$ cat config.mk
export PLATFORM = sky130hd
export DESIGN_NAME = alu_dword_seq
export DESIGN_NICKNAME = d
export VERILOG_FILES = /design/src/rtl/alu_dword_seq_pkg.sv /design/src/rtl/alu_dword_seq_alu.sv /design/src/rtl/alu_dword_seq.sv
export SDC_FILE = /design/constraint.sdc
export NUM_CORES = 1
export LEC_CHECK = 0
export ABC_AREA = 0
export BUFFER_PORTS_ARGS = -buffer_cell sky130_fd_sc_hd__buf_2
export CAP_MARGIN = 20
export CORE_MARGIN = 5
export CORE_UTILIZATION = 60
export DETAILED_ROUTE_END_ITERATION = 12
export PLACE_DENSITY = 0.93
export SYNTH_ARGS = -nofsm -noshare
export SYNTH_HDL_FRONTEND = slang
export SYNTH_SLANG_ARGS = --single-unit
$ cat constraint.sdc
create_clock -name clk -period 9.9 [get_ports clk]
set_input_delay 1.98 -clock clk [delete_from_list [all_inputs] [get_ports clk]]
set_output_delay 1.98 -clock clk [all_outputs]
set_load 0.01 [all_outputs]
$ cat src/rtl/alu_dword_seq_pkg.sv
// Shared constants for the double-word sequencer: ALU word width, opcodes
// and sequencer states.
package alu_dword_seq_pkg;

  localparam int unsigned DATA_BUS_WIDTH  = 16;
  localparam int unsigned DWORD_WIDTH     = 2 * DATA_BUS_WIDTH;
  localparam int unsigned ALU_OP_NUM_BITS = 3;

  localparam logic [ALU_OP_NUM_BITS-1:0] ALU_OP_ADD = 3'd0;
  localparam logic [ALU_OP_NUM_BITS-1:0] ALU_OP_SUB = 3'd1;
  localparam logic [ALU_OP_NUM_BITS-1:0] ALU_OP_AND = 3'd2;
  localparam logic [ALU_OP_NUM_BITS-1:0] ALU_OP_OR  = 3'd3;
  localparam logic [ALU_OP_NUM_BITS-1:0] ALU_OP_XOR = 3'd4;
  localparam logic [ALU_OP_NUM_BITS-1:0] ALU_OP_NOP = 3'd7;

  typedef enum logic [2:0] {
    ST_IDLE,
    ST_LO,
    ST_HI,
    ST_FIX,
    ST_DONE
  } state_t;

  function automatic logic is_arith(input logic [ALU_OP_NUM_BITS-1:0] op);
    return (op == ALU_OP_ADD) || (op == ALU_OP_SUB);
  endfunction

endpackage

$ cat src/rtl/alu_dword_seq_alu.sv
// Single-word combinational ALU; SUB carry=1 means no borrow, unknown ops
// give result 0 with Z=1.
module alu
  import alu_dword_seq_pkg::*;
(
  input  logic [ALU_OP_NUM_BITS-1:0] Alu_Op,
  input  logic [DATA_BUS_WIDTH-1:0]  A,
  input  logic [DATA_BUS_WIDTH-1:0]  B,
  output logic [DATA_BUS_WIDTH-1:0]  result,
  output logic                       Z,
  output logic                       C,
  output logic                       N
);

  logic [DATA_BUS_WIDTH:0] ext;

  always_comb begin
    ext = '0;
    case (Alu_Op)
      ALU_OP_ADD: ext = {1'b0, A} + {1'b0, B};
      ALU_OP_SUB: ext = {1'b0, A} + {1'b0, ~B} + (DATA_BUS_WIDTH+1)'(1);
      ALU_OP_AND: ext = {1'b0, A & B};
      ALU_OP_OR:  ext = {1'b0, A | B};
      ALU_OP_XOR: ext = {1'b0, A ^ B};
      default:    ext = '0;
    endcase
    result = ext[DATA_BUS_WIDTH-1:0];
    C      = ext[DATA_BUS_WIDTH];
    Z      = (ext[DATA_BUS_WIDTH-1:0] == '0);
    N      = ext[DATA_BUS_WIDTH-1];
  end

endmodule

$ cat src/rtl/alu_dword_seq.sv
// 32-bit ADD/SUB sequencer time-multiplexing one 16-bit alu across
// low-half, high-half and carry/borrow-fix passes.
module alu_dword_seq
  import alu_dword_seq_pkg::*;
(
  input  logic                       clk,
  input  logic                       rst,
  input  logic                       Cmd_Valid,
  output logic                       Cmd_Ready,
  input  logic [ALU_OP_NUM_BITS-1:0] Cmd_Op,
  input  logic [DWORD_WIDTH-1:0]     Cmd_A,
  input  logic [DWORD_WIDTH-1:0]     Cmd_B,
  output logic                       Rsp_Valid,
  input  logic                       Rsp_Ready,
  output logic [DWORD_WIDTH-1:0]     Rsp_Result,
  output logic                       Rsp_Z,
  output logic                       Rsp_C,
  output logic                       Rsp_N,
  output logic                       Busy
);

  localparam int unsigned W = DATA_BUS_WIDTH;

  state_t                     state, state_next;
  logic                       cmd_ready;
  logic [ALU_OP_NUM_BITS-1:0] op_q;
  logic [DWORD_WIDTH-1:0]     a_q, b_q;
  logic [W-1:0]               res_lo, res_hi;
  logic                       c_lo, c1;
  logic                       z_q, c_q, n_q;

  logic [ALU_OP_NUM_BITS-1:0] alu_op;
  logic [W-1:0]               alu_a, alu_b, alu_result;
  logic                       alu_z, alu_c, alu_n;
  logic                       accept, need_fix, op_add;

  assign accept   = cmd_ready & Cmd_Valid;
  assign op_add   = (op_q == ALU_OP_ADD);
  // ALU SUB carry is "no borrow", so a low-half borrow shows up as c_lo=0
  assign need_fix = op_add ? c_lo : ~c_lo;

  alu u_alu (
    .Alu_Op (alu_op),
    .A      (alu_a),
    .B      (alu_b),
    .result (alu_result),
    .Z      (alu_z),
    .C      (alu_c),
    .N      (alu_n)
  );

  always_comb begin
    state_next = state;
    alu_op     = ALU_OP_NOP;
    alu_a      = '0;
    alu_b      = '0;
    case (state)
      ST_IDLE: if (accept) state_next = is_arith(Cmd_Op) ? ST_LO : ST_DONE;
      ST_LO: begin
        alu_op     = op_q;
        alu_a      = a_q[W-1:0];
        alu_b      = b_q[W-1:0];
        state_next = ST_HI;
      end
      ST_HI: begin
        alu_op     = op_q;
        alu_a      = a_q[DWORD_WIDTH-1:W];
        alu_b      = b_q[DWORD_WIDTH-1:W];
        state_next = need_fix ? ST_FIX : ST_DONE;
      end
      ST_FIX: begin
        alu_op     = op_q;
        alu_a      = res_hi;
        alu_b      = W'(1);
        state_next = ST_DONE;
      end
      ST_DONE: if (Rsp_Ready) state_next = ST_IDLE;
      default: state_next = ST_IDLE;
    endcase
  end

  always_ff @(posedge clk) begin
    if (rst) begin
      state     <= ST_IDLE;
      cmd_ready <= 1'b0;
      op_q      <= '0;
      a_q       <= '0;
      b_q       <= '0;
      res_lo    <= '0;
      res_hi    <= '0;
      c_lo      <= 1'b0;
      c1        <= 1'b0;
      z_q       <= 1'b0;
      c_q       <= 1'b0;
      n_q       <= 1'b0;
    end else begin
      state     <= state_next;
      cmd_ready <= (state_next == ST_IDLE);
      case (state)
        ST_IDLE: if (accept) begin
          op_q   <= Cmd_Op;
          a_q    <= Cmd_A;
          b_q    <= Cmd_B;
          res_lo <= '0;
          res_hi <= '0;
          z_q    <= ~is_arith(Cmd_Op);
          c_q    <= 1'b0;
          n_q    <= 1'b0;
        end
        ST_LO: begin
          res_lo <= alu_result;
          c_lo   <= alu_c;
        end
        ST_HI: begin
          res_hi <= alu_result;
          c1     <= alu_c;
          if (!need_fix) begin
            z_q <= alu_z & (res_lo == '0);
            c_q <= alu_c;
            n_q <= alu_n;
          end
        end
        ST_FIX: begin
          res_hi <= alu_result;
          z_q    <= alu_z & (res_lo == '0);
          c_q    <= op_add ? (c1 | alu_c) : (c1 & alu_c);
          n_q    <= alu_n;
        end
        default: ;
      endcase
    end
  end

  assign Cmd_Ready  = cmd_ready;
  assign Rsp_Valid  = (state == ST_DONE);
  assign Busy       = (state != ST_IDLE);
  assign Rsp_Result = {res_hi, res_lo};
  assign Rsp_Z      = z_q;
  assign Rsp_C      = c_q;
  assign Rsp_N      = n_q;

endmodule

==> reports/summary.json <==
{
  "run_status": "finished, final reports clean",
  "r2r.worst_path.cells": 14,
  "pre_cts_slack_ns": 4.70,
  "synth_most_common_cell": "nand2_1",
  "reg_clk_slew_reported_paths_ns": 0.08,
  "insertion_delay_ns": 0.37,
  "setup_viol": 0,
  "synth_seq_area_share": 0.300,
  "placementRows": 40,
  "wirelength_um": 22800,
  "vias": 7717,
  "static_leakage_uw": 0.00334,
  "cts-buffers-inserted": 9,
  "globalRoute.busiestLayer": "met2",
  "dieArea_um2": 14300,
  "worst-slew-pin-transition_ns": 1.11,
  "cp_slowest_cell": "dfxtp_1",
  "syn-cell-area_um2": 7210,
  "setup.worst_path.class": "flip-flop to flip-flop",
  "comb_power_share": 0.103,
  "nNetsFinal": 1176,
  "max-clock-path-buffers": 2,
  "swShare": 0.279,
  "regToRegSetupSlack_ns": 4.59,
  "drt.antenna.violating_nets": 0,
  "place.detailed.hpwl_um": 16900,
  "grt_pass1_vias": 7113,
  "cts-resized-gates": 0,
  "adder_cell_share_of_the_synthesized_area": 0.0924,
  "yosys_register_bits": 108,
  "critPathCaptureType": "flip-flop",
  "seqPwrFrac": 0.507,
  "post_route_cells_drive_above_1_share": 0.156,
  "crit_path_frequent_cell": "nor2b_1",
  "synthTopCellsByCount": "nand2_1 (226), a21oi_1 (138), dfxtp_1 (108), nor2_1 (73), clkbuf_1 (58)",
  "fraction_of_synthesized_cell_area_in_xor_and_xnor_cells": 0.00243,
  "netSwitchingPower_uw": 256,
  "groute.layer.met2.usage": 0.471,
  "timing.max_cap.violations": 0,
  "detail_route.iter0.violations": 1107,
  "clock_power_share": 0.390,
  "antenna_violations_before_repair": 0,
  "power.internal_uw": 662,
  "diodes": 0,
  "cts_hold_buf": 0,
  "synth_largest_type_area_fraction": 0.300,
  "rsz0062_at_grt": "false",
  "floorplan.die.height_um": 120,
  "final.min_clock_period_ns": 5.31,
  "timing.max_slew.rel_slack": 0.254,
  "fillCellCount": 985,
  "routabilityCongestion": 1.01,
  "worst_clock_skew_ns": 0.0136,
  "placement.io_buffers": 108,
  "grt_start_max_net_pins": 101,
  "timing.fmax_ghz": 0.188,
  "route.detailed.vias_per_inst": 6.40,
  "rr_startpoint": "state[0]$_SDFF_PP0_",
  "final.period_utilization": 0.537,
  "timing_hold_violations_final": 0,
  "clock_sink_count": 108,
  "ys_top_cells_by_area": "dfxtp_1 (30%), nand2_1 (12%), a21oi_1 (9.6%)",
  "crit-reg2reg-capture": "Rsp_N$_SDFFE_PP0P_",
  "floorplan.die.width_um": 120,
  "crit_path_cell_trace": "nor2b_1 -> nor2b_1 -> buf_4 -> a22oi_1 -> ha_1 -> nor2b_1 -> o2111ai_1 -> a211o_1 -> o2111ai_1 -> a2111o_1 -> nand3_1 -> a21oi_1 -> nor4_1 -> o31ai_1",
  "grt_util_met3": 0.0740,
  "mappedNetlistNets": 1123,
  "worst_ep_arrival_time_ns": 5.54,
  "clockRootBuffer": "clkbuf_16",
  "async_sr_flop_fraction": 0,
  "power_dens_cells_nw_per_um2": 115,
  "grt.met1_usage": 0.412,
  "post_synth_num_cell_types": 72,
  "finalWorstSetupSlack_ns": 4.59,
  "global_route.overflow_total": 0,
  "synth_simple_gate_area_share": 0.241,
  "yosys_warnings": 0,
  "drc_markers": 0,
  "synth_enable_flop_cells": 0,
  "synth_to_layout_area_growth_pct": 10.8,
  "final-max-slew-violation-count": 0,
  "synth-main-ff-cell": "dfxtp_1",
  "worstPathRequired_ns": 10.13,
  "startpoint_type": "flip-flop",
  "detailedRoute.firstPassIterationCount": 6,
  "hold_start": "b_q[31]$_SDFFE_PP0P_",
  "hold_path.class": "flip-flop to flip-flop",
  "fin_setup_tns_ns": 0,
  "postSynthAreaPerCell_um2": 7.21,
  "cts_max_level": 3,
  "coreArea_um2": 11900,
  "initial_core_util": 0.605,
  "largest_family_of_logic_cells_by_synthesized_area": "compound AO/OA/AOI/OAI gates",
  "synth_mux_area_frac": 0.0311,
  "worstPathMaxFanout": 26,
  "grt_first_pass_wirelength_um": 36100,
  "route.detailed.wl_per_inst_um": 18.9,
  "post-cts-setup-buffers": 0,
  "grt.total_usage": 0.313,
  "cts_tree": "yes",
  "critPathCapture": "Rsp_N$_SDFFE_PP0P_",
  "synth_top_area_cell": "dfxtp_1",
  "synth_compound_area_frac": 0.262,
  "setup.worst_path.start": "state[0]$_SDFF_PP0_",
  "peakVddDrop_v": 0.000133,
  "max_stage_delay_ns": 0.84,
  "netlist_instances": 1000,
  "io_pins": 109
}
## flip-flops by register name (all words and copies together), names as in the netlist
| name | cells |
|---|---|
| a_q | 32 |
| b_q | 32 |
| res_hi | 16 |
| res_lo | 16 |
| op_q | 3 |
| state | 3 |
| Cmd_Ready | 1 |
| Rsp_C | 1 |
| Rsp_N | 1 |
| Rsp_Z | 1 |
| c1 | 1 |
| c_lo | 1 |
## kinds of logic (layout without fill, tap and decap cells)
kind of cell / after synthesis / after routing
flip-flops: 108 / 108
buffers and inverters: 124 / 182
multiplexers: 20 / 20
AND/OR/NAND/NOR: 402 / 402
XOR/XNOR: 2 / 2
adder cells (fa/ha/maj): 52 / 52
AO/OA/AOI/OAI: 292 / 292
## cell usage in the layout (no fill, tap or decap), types with 4 or more instances in the layout
master,n
a211oi_1,15
a31oi_1,10
o2111ai_1,4
o31ai_1,5
or3_1,5
nor2b_1,10
nand3_1,31
o221ai_1,9
dfxtp_1,108
clkbuf_16,9
buf_4,7
nand2_1,226
a22oi_1,23
ha_1,50
o2bb2ai_1,5
nand2b_1,8
inv_1,51
buf_2,107
o21ai_0,22
nor4_1,7
mux2_2,19
a211o_1,4
a21o_1,12
and3_1,5
nor2_1,73
a21oi_1,138
nor3_1,13
## worst min path at each step
stage / end / slack, ns / cells after the start
after global routing: b_q[22]$_SDFFE_PP0P_ / 0.47 / 2
after floorplan: b_q[0]$_SDFFE_PP0P_ / 0.43 / 2
after CTS: b_q[31]$_SDFFE_PP0P_ / 0.46 / 2
after global placement: a_q[13]$_SDFFE_PP0P_ / 0.44 / 2
after detailed placement: a_q[15]$_SDFFE_PP0P_ / 0.45 / 2
final: b_q[31]$_SDFFE_PP0P_ / 0.46 / 2
## power groups by stage
stage	clock (uW)	combinational, uW	sequential [uW]
2_1_floorplan	0	65.7	467
5_1_grt	374	105	467
4_1_cts	358	93.0	465
6_report	358	94.9	465
3_5_place_dp	0	92.4	475
3_3_place_gp	0	90.4	474
## critical path: cells and delay by family (launching register included)
kind,cells,cell delay [ns]
buffers and inverters,1,0.24
AO/OA/AOI/OAI,7,2.15
AND/OR/NAND/NOR,5,1.55
flip-flops,1,0.84
adder cells (fa/ha/maj),1,0.38
## per-stage QoR
stage | hold slack (ns) | area [um2] | total power, uW | util | std cells
2_1_floorplan | 0.433 | 7210 | 533 | - | 1000
3_3_place_gp | 0.440 | 7670 | 564 | 0.644 | 1188
3_5_place_dp | 0.447 | 7670 | 567 | 0.644 | 1188
4_1_cts | 0.457 | 7970 | 916 | 0.669 | 1204
5_1_grt | 0.471 | 7990 | 946 | 0.670 | 1205
6_report | 0.455 | 7990 | 918 | 0.670 | 1205
## layer usage
metal / share of wire / routed length [um] / vias up
met5: 0 / 0 / -
met4: 0.053 / 1210 / 0
met3: 0.11 / 2580 / 109
met2: 0.43 / 9800 / 534
met1: 0.40 / 9210 / 3493
li1: - / - / 3581
## layout make-up
| type | instances | area (um2) | share of cell area |
|---|---|---|---|
| Multi-Input combinational cell | 768 | 4550 | 0.570 |
| Sequential cell | 108 | 2160 | 0.271 |
| Timing Repair Buffer | 115 | 603 | 0.0755 |
| Clock buffer | 9 | 225 | 0.0282 |
| Inverter | 51 | 191 | 0.0240 |
| Tap cell | 147 | 184 | 0.0230 |
| Clock inverter | 7 | 71.3 | 0.00893 |
(Power assumes the default switching activity.)
